<file path="src/rtl/chad_irq_pkg.sv">
// chad_irq_pkg -- shared definitions for the chad_irqctl interrupt controller.
//   NSRC           : number of interrupt sources (fixed at 16)
//   REG_*          : register index decode for io_addr
//   CTRL_*         : bit positions inside the CTRL register
//   irq_state_e    : controller FSM encoding (also exported as a debug port)
//   pick_lowest()  : fixed-priority encoder, index 0 wins
package chad_irq_pkg;

    localparam int NSRC = 16;

    localparam logic [1:0] REG_ENABLE  = 2'd0;
    localparam logic [1:0] REG_PENDING = 2'd1;
    localparam logic [1:0] REG_MODE    = 2'd2;
    localparam logic [1:0] REG_CTRL    = 2'd3;

    localparam int CTRL_GIE_BIT   = 0;  // rw: global interrupt enable
    localparam int CTRL_EOI_BIT   = 1;  // write-only strobe: end of interrupt
    localparam int CTRL_VEC_LSB   = 1;  // read: in-service vector, 4 bits
    localparam int CTRL_INSVC_BIT = 5;  // read: a source is in service

    typedef enum logic [1:0] {
        ST_IDLE    = 2'd0,
        ST_REQ     = 2'd1,
        ST_SERVICE = 2'd2
    } irq_state_e;

    // Returns {valid, index} of the lowest set bit of v.
    function automatic logic [4:0] pick_lowest(input logic [NSRC-1:0] v);
        logic [4:0] res;
        res = '0;
        for (int i = NSRC - 1; i >= 0; i--) begin
            if (v[i]) begin
                res = {1'b1, i[3:0]};
            end
        end
        return res;
    endfunction

endpackage

</file>
<file path="src/rtl/chad_irqctl_if.sv">
// chad_irqctl_if -- processor-side bus of the interrupt controller.
//   io_sel/io_addr/io_wr/io_rd/io_din/io_dout : register I/O port
//   irq/ivec/iack                              : interrupt request handshake
// Handshake: io_wr/io_rd are single-cycle strobes qualified by io_sel and
// sampled on the rising clock edge (writes) or decoded combinationally
// (reads). irq acts as "valid" for ivec: once irq is high, ivec is frozen
// until the cycle in which iack (the "ready") is seen high; the transfer
// completes on that edge and irq drops on the same edge.
interface chad_irqctl_if #(parameter int WIDTH = 18);
    logic             io_sel;
    logic [1:0]       io_addr;
    logic             io_wr;
    logic             io_rd;
    logic [WIDTH-1:0] io_din;
    logic [WIDTH-1:0] io_dout;
    logic             irq;
    logic [3:0]       ivec;
    logic             iack;

    modport master (
        output io_sel, io_addr, io_wr, io_rd, io_din, iack,
        input  io_dout, irq, ivec
    );

    modport slave (
        input  io_sel, io_addr, io_wr, io_rd, io_din, iack,
        output io_dout, irq, ivec
    );
endinterface

</file>
<file path="src/rtl/chad_irq_sync.sv">
// chad_irq_sync -- one interrupt source: two-flop synchronizer + rise detect.
//   clk, reset : system clock, async active-high reset
//   src        : raw source, asynchronous to clk
//   lvl        : synchronized level (two flops after src)
//   rise       : one-cycle pulse on a synchronized 0->1 transition
module chad_irq_sync (
    input  logic clk,
    input  logic reset,
    input  logic src,
    output logic lvl,
    output logic rise
);
    logic meta_q;
    logic sync_q;
    logic prev_q;

    always_ff @(posedge clk or posedge reset) begin
        if (reset) begin
            meta_q <= 1'b0;
            sync_q <= 1'b0;
            prev_q <= 1'b0;
        end else begin
            meta_q <= src;
            sync_q <= meta_q;
            prev_q <= sync_q;
        end
    end

    assign lvl  = sync_q;
    assign rise = sync_q & ~prev_q;
endmodule

</file>
<file path="src/rtl/chad_irqctl.sv">
// chad_irqctl -- 16-source fixed-priority interrupt controller.
//   clk       : system clock
//   reset     : asynchronous active-high reset
//   src       : 16 raw interrupt sources
//   bus       : chad_irqctl_if.slave (register I/O, irq/ivec/iack)
//   dbg_state : current controller FSM state
// Registers: 0 ENABLE, 1 PENDING (W1C), 2 MODE (1=edge), 3 CTRL
// (write: bit0 GIE, bit1 EOI; read: bit0 GIE, bits4:1 in-service vector,
// bit5 in-service flag).
module chad_irqctl
    import chad_irq_pkg::*;
#(
    parameter int WIDTH = 18
) (
    input  logic            clk,
    input  logic            reset,
    input  logic [NSRC-1:0] src,
    chad_irqctl_if.slave    bus,
    output irq_state_e      dbg_state
);
    logic [NSRC-1:0] sync_lvl;
    logic [NSRC-1:0] sync_rise;

    for (genvar g = 0; g < NSRC; g++) begin : g_sync
        chad_irq_sync u_sync (
            .clk   (clk),
            .reset (reset),
            .src   (src[g]),
            .lvl   (sync_lvl[g]),
            .rise  (sync_rise[g])
        );
    end

    logic [NSRC-1:0] enable_q;
    logic [NSRC-1:0] mode_q;
    logic [NSRC-1:0] pend_q;
    logic            gie_q;
    logic [3:0]      insvc_vec_q;
    logic            irq_q;
    logic [3:0]      ivec_q;
    irq_state_e      state_q;
    irq_state_e      state_d;

    // Register write decode
    logic            wr_en;
    logic            wr_enable;
    logic            wr_pending;
    logic            wr_mode;
    logic            wr_ctrl;
    logic [NSRC-1:0] din16;
    logic            eoi;
    logic [NSRC-1:0] enable_d;
    logic            gie_d;

    assign wr_en      = bus.io_sel & bus.io_wr;
    assign wr_enable  = wr_en && (bus.io_addr == REG_ENABLE);
    assign wr_pending = wr_en && (bus.io_addr == REG_PENDING);
    assign wr_mode    = wr_en && (bus.io_addr == REG_MODE);
    assign wr_ctrl    = wr_en && (bus.io_addr == REG_CTRL);
    assign din16      = bus.io_din[NSRC-1:0];
    assign eoi        = wr_ctrl & bus.io_din[CTRL_EOI_BIT];
    assign enable_d   = wr_enable ? din16 : enable_q;
    assign gie_d      = wr_ctrl ? bus.io_din[CTRL_GIE_BIT] : gie_q;

    wire unused_din = &{1'b0, bus.io_din[WIDTH-1:NSRC]};

    // Edge-mode bits come from the sticky register; level-mode bits track
    // the synchronized source directly, so W1C and iack cannot touch them.
    logic [NSRC-1:0] pending;
    logic [4:0]      cand;

    assign pending = (mode_q & pend_q) | (~mode_q & sync_lvl);
    assign cand    = pick_lowest(pending & enable_q);

    logic [NSRC-1:0] ack_clr;

    always_comb begin
        state_d = state_q;
        ack_clr = '0;
        case (state_q)
            ST_IDLE: begin
                if (gie_q && cand[4]) begin
                    state_d = ST_REQ;
                end
            end
            ST_REQ: begin
                // iack wins over a same-cycle withdrawal. The withdrawal
                // test looks at the values being written this cycle so a
                // disable/GIE-off drops irq on the very edge it lands.
                if (bus.iack) begin
                    state_d = ST_SERVICE;
                    ack_clr[ivec_q] = mode_q[ivec_q];
                end else if (!gie_d || !enable_d[ivec_q] || !pending[ivec_q]) begin
                    state_d = ST_IDLE;
                end
            end
            ST_SERVICE: begin
                if (eoi) begin
                    state_d = ST_IDLE;
                end
            end
            default: begin
                state_d = ST_IDLE;
            end
        endcase
    end

    // A new synchronized edge overrides any clear in the same cycle.
    logic [NSRC-1:0] pend_clr;
    logic [NSRC-1:0] pend_d;

    assign pend_clr = (wr_pending ? din16 : '0) | ack_clr;
    assign pend_d   = ((pend_q & ~pend_clr) | sync_rise) & mode_q;

    always_ff @(posedge clk or posedge reset) begin
        if (reset) begin
            enable_q    <= '0;
            mode_q      <= '0;
            pend_q      <= '0;
            gie_q       <= 1'b0;
            insvc_vec_q <= '0;
            irq_q       <= 1'b0;
            ivec_q      <= '0;
            state_q     <= ST_IDLE;
        end else begin
            enable_q <= enable_d;
            gie_q    <= gie_d;
            pend_q   <= pend_d;
            state_q  <= state_d;
            irq_q    <= (state_d == ST_REQ);
            if (wr_mode) begin
                mode_q <= din16;
            end
            if (state_q == ST_IDLE && state_d == ST_REQ) begin
                ivec_q <= cand[3:0];
            end
            if (state_q == ST_REQ && state_d == ST_SERVICE) begin
                insvc_vec_q <= ivec_q;
            end
        end
    end

    logic [WIDTH-1:0] rdata;

    always_comb begin
        rdata = '0;
        if (bus.io_sel && bus.io_rd) begin
            case (bus.io_addr)
                REG_ENABLE:  rdata[NSRC-1:0] = enable_q;
                REG_PENDING: rdata[NSRC-1:0] = pending;
                REG_MODE:    rdata[NSRC-1:0] = mode_q;
                default: begin
                    rdata[CTRL_GIE_BIT]       = gie_q;
                    rdata[CTRL_VEC_LSB +: 4]  = insvc_vec_q;
                    rdata[CTRL_INSVC_BIT]     = (state_q == ST_SERVICE);
                end
            endcase
        end
    end

    assign bus.io_dout = rdata;
    assign bus.irq     = irq_q;
    assign bus.ivec    = ivec_q;
    assign dbg_state   = state_q;
endmodule

</file>
<file path="src/flat_wrapper.sv">
// flat-port wrapper written by rule: the top's interface ports become plain ports
module chad_irqctl_flat import chad_irq_pkg::*;
#(
    parameter int WIDTH = 18
)
  (clk, reset, src, dbg_state, bus_io_sel, bus_io_addr, bus_io_wr, bus_io_rd, bus_io_din, bus_iack, bus_io_dout, bus_irq, bus_ivec);
  chad_irqctl_if #(.WIDTH(WIDTH)) bus_i ();
  input  logic clk;
  input  logic reset;
  input  logic [NSRC-1:0] src;
  output irq_state_e dbg_state;
  input wire logic [$bits(bus_i.io_sel)-1:0] bus_io_sel;
  input wire logic [$bits(bus_i.io_addr)-1:0] bus_io_addr;
  input wire logic [$bits(bus_i.io_wr)-1:0] bus_io_wr;
  input wire logic [$bits(bus_i.io_rd)-1:0] bus_io_rd;
  input wire logic [$bits(bus_i.io_din)-1:0] bus_io_din;
  input wire logic [$bits(bus_i.iack)-1:0] bus_iack;
  output wire logic [$bits(bus_i.io_dout)-1:0] bus_io_dout;
  output wire logic [$bits(bus_i.irq)-1:0] bus_irq;
  output wire logic [$bits(bus_i.ivec)-1:0] bus_ivec;
  assign bus_i.io_sel = bus_io_sel;
  assign bus_i.io_addr = bus_io_addr;
  assign bus_i.io_wr = bus_io_wr;
  assign bus_i.io_rd = bus_io_rd;
  assign bus_i.io_din = bus_io_din;
  assign bus_i.iack = bus_iack;
  assign bus_io_dout = bus_i.io_dout;
  assign bus_irq = bus_i.irq;
  assign bus_ivec = bus_i.ivec;
  chad_irqctl #(.WIDTH(WIDTH)) u_core (.clk(clk), .reset(reset), .src(src), .bus(bus_i), .dbg_state(dbg_state));
endmodule
</file>
<file path="config.mk">
export PLATFORM = sky130hd
export DESIGN_NAME = chad_irqctl_flat
export DESIGN_NICKNAME = d
export VERILOG_FILES = /design/src/rtl/chad_irq_pkg.sv /design/src/rtl/chad_irqctl_if.sv /design/src/rtl/chad_irq_sync.sv /design/src/rtl/chad_irqctl.sv /design/src/flat_wrapper.sv
export SDC_FILE = /design/constraint.sdc
export NUM_CORES = 1
export LEC_CHECK = 0
export BUFFER_PORTS_ARGS = -buffer_cell sky130_fd_sc_hd__buf_2
export CAP_MARGIN = 25
export CELL_PAD_IN_SITES_DETAIL_PLACEMENT = 1
export CELL_PAD_IN_SITES_GLOBAL_PLACEMENT = 1
export CORE_ASPECT_RATIO = 0.9
export CORE_MARGIN = 4
export CORE_UTILIZATION = 46
export DETAILED_ROUTE_END_ITERATION = 6
export PLACE_DENSITY_LB_ADDON = 0.1
export REMOVE_ABC_BUFFERS = 1
export SYNTH_ARGS = -nofsm -noshare
export SYNTH_HDL_FRONTEND = slang
export SYNTH_HIERARCHICAL = 1
export SYNTH_SLANG_ARGS = --single-unit
</file>
<file path="constraint.sdc">
create_clock -name clk -period 2.2 [get_ports clk]
set_input_delay 0.44 -clock clk [delete_from_list [all_inputs] [get_ports clk]]
set_output_delay 0.44 -clock clk [all_outputs]
set_load 0.01 [all_outputs]
</file>
==> reports/qor.yml <==
outcome: "complete, but fails checks"
violations: "setup timing"
dp_hpwl_mm: 10.5
p_seq_frac: 0.432
antenna_found_initial: 0
swShare: 0.332
die-area_mm2: 0.0127
ys_seq_area_frac: 0.538
max_stage_delay_ns: 0.45
path_max_fanout: 2
p_leak_nw: 2.92
skew_ns: 0.00324
period_minus_slack_ns: 2.26
placementRows: 35
path_cells: "mux2_4 -> mux4_2 -> nor2b_1 -> buf_2"
switchingPower_w: 0.00205
rsz0062_at_grt: "true"
synth_cell_types: 45
end_kind: "output port"
clk_latency_ns: 0.34
min_path_type: "input pin to asynchronous set/reset pin"
cts_hold_buf: 0
drtPass1Iterations: 6
wl_mm: 14.7
p_comb_frac: 0.311
area_growth_pct: 23.4
drt_iter0_drc: 149
ir_worst_vdd_mv: 0.524
avgSynthCellArea_um2: 11.8
synth_warnings: 6
start_util: 0.480
setup_viol: 6
cts_root_buf: "clkbuf_16"
clockBufferDepth: 2
grt_pass1_wl_mm: 23.5
clock.fmax_ghz: 0.443
final_layout_size_suffix_gt1_frac: 0.385
grt_pass1_vias: 4239
power_density_mw_per_mm2: 996
drv_slew: 0
synth_area_mm2: 0.00503
grt-ovfl-total: 0
start_kind: "flip-flop"
grt_max_degree: 57
clock_power_share: 0.257
htree_levels: 3
slew_headroom: 0.605
cap_viol_max_count: 0
ioPinCount: 67
die_h_um: 107
path_buf_inv: 1
ys.flop_type: "dfrtp_1"
numCtsBuffers: 9
fin_area_mm2: 0.00620
port-buffer-count: 62
critPathSlowestCell: "mux4_2"
tns_ns: -0.171
final_util: 0.593
timing.final.ws_setup_ns: -0.0593
core_mm2: 0.0105
async_flop_share: 1.00
worst_pin_slew_ns: 0.591
hold_violations: 0
gp_congestion: 0.858
drc: 0
synthesis.instances: 425
diodes: 0
fin_crit_sh: 1.03
p_int_w: 0.00413
grt_use_total: 0.242
worstPathArrival_ns: 1.82
path_clk_slew_ns: 0.07
die_w_um: 118
vias: 3808
cp.required_ns: 1.76
synth_seq_cells: 108
final_antenna_net_count: 0
dpl-instance-area_mm2: 0.00566
synth_edf_count: 0
dp_worst_setup_slack_ns: -0.280
viasPerCell: 5.69
dpl.cell_count: 630
cts_tree: "yes"
finalNonFillerCells: 669
nNetsFinal: 577
crit_family: "multiplexers"
wl_per_cell_um: 22.0
cts.sink_count: 108
path_class: "flip-flop to output port"
-- state kept, by name, summed over array words and instances (netlist names), 2 cells and up --
register / flops
u_core/mode_q: 16
u_core/insvc_vec_q: 4
u_core/bus.ivec: 4
u_core/g_sync.u_sync/lvl: 16
u_core/enable_q: 16
u_core/g_sync.u_sync/prev_q: 16
u_core/g_sync.u_sync/meta_q: 16
u_core/pend_q: 16
u_core/dbg_state: 2
-- layout by cell type, fill, tap and decap left out, types with 6 or more instances in the layout --
cell,count
mux2_4,15
dfrtp_1,108
nand2b_1,6
buf_4,52
mux2i_1,9
a22oi_1,23
a21oi_1,30
inv_1,20
mux4_2,6
nand2_1,22
nor2b_4,17
clkbuf_16,9
buf_2,61
nor2b_1,24
nand3_1,8
mux2_2,34
nor2_1,24
o21ai_0,12
-- kinds of logic (layout without fill, tap and decap cells) --
group / Yosys count / after routing / share of synthesized area
other: 1 / 2 / 0.000746
AOI/OAI and AO/OA: 91 / 91 / 0.117
DFF: 108 / 108 / 0.538
buffers and inverters: 38 / 152 / 0.0326
and+or+nand+nor: 121 / 121 / 0.152
muxes: 66 / 66 / 0.160
-- routing by layer --
layer,global-route usage,vias to the layer above,share of wire
met2,0.419,92,0.51
met5,0,-,0
li1,-,1736,-
met1,0.308,1955,0.43
met4,0.0770,0,0.020
met3,0.0480,25,0.042
-- timing repair --
action | in CTS | in global routing
setup buffers | 12 | 11
pin swaps | 0 | 2
setup endpoints to repair | 8 | 18
gates resized for setup | 7 | 13
-- through the flow --
stage	hold slack, ns	total power (W)
2_1_floorplan	0.194	0.00362
3_3_place_gp	0.331	0.00434
3_5_place_dp	0.338	0.00442
4_1_cts	0.186	0.00611
5_1_grt	0.180	0.00654
6_report	0.169	0.00618
-- synth_stat cells (all sizes together), types with 2 or more instances --
library cell | number | area share
mux2 | 50 | 0.11
a32oi | 3 | 0.0052
mux4 | 6 | 0.027
nand2 | 22 | 0.016
and2 | 2 | 0.0025
o22ai | 3 | 0.0037
a22oi | 23 | 0.034
and3 | 2 | 0.0025
nor2b | 41 | 0.075
inv | 21 | 0.016
a21oi | 32 | 0.032
nand3b | 2 | 0.0030
nor3 | 3 | 0.0030
nand3 | 8 | 0.0080
dfrtp | 108 | 0.54
buf | 7 | 0.0095
nand4 | 4 | 0.0050
nand2b | 6 | 0.0075
nor3b | 4 | 0.0060
o211ai | 3 | 0.0045
o41ai | 2 | 0.0035
a2bb2oi | 4 | 0.0070
o21ai | 12 | 0.012
nor2 | 24 | 0.018
mux2i | 10 | 0.020
clkbuf | 10 | 0.0075
-- power groups by stage --
stage | Clock, W | Sequential [W] | Combinational, W
floorplan | 0 | 0.00261 | 0.00101
global placement | 0 | 0.00268 | 0.00167
detailed placement | 0 | 0.00271 | 0.00171
CTS | 0.00163 | 0.00267 | 0.00181
global route | 0.00173 | 0.00272 | 0.00209
finish | 0.00159 | 0.00267 | 0.00192
-- final timing paths --
kind	startpoint	to	slack, ns	cells after the start
min in group clk	src[12]	u_core/g_sync[12].u_sync/meta_q	0.19	1
max in group asynchronous	reset	u_core/bus.irq	1.46	3
hold reg to reg	u_core/g_sync[7].u_sync/meta_q	u_core/g_sync[7].u_sync/lvl	0.35	0
hold / removal	reset	u_core/g_sync[12].u_sync/meta_q	0.17	2
setup / recovery	u_core/mode_q[4]	bus_io_dout[4]	-0.06	4
setup reg to reg	u_core/mode_q[12]	u_core/bus.ivec[0]	0.16	7
-- final cells by class --
class / instances / area (µm²)
fill: 1118 / 4260
sequential: 108 / 2700
multi-input combinational: 280 / 2240
timing repair buffer: 115 / 727
clock buffer: 12 / 267
tap: 129 / 161
inverter: 21 / 78.8
clock inverter: 4 / 32.5
(Power assumes the default switching activity.)
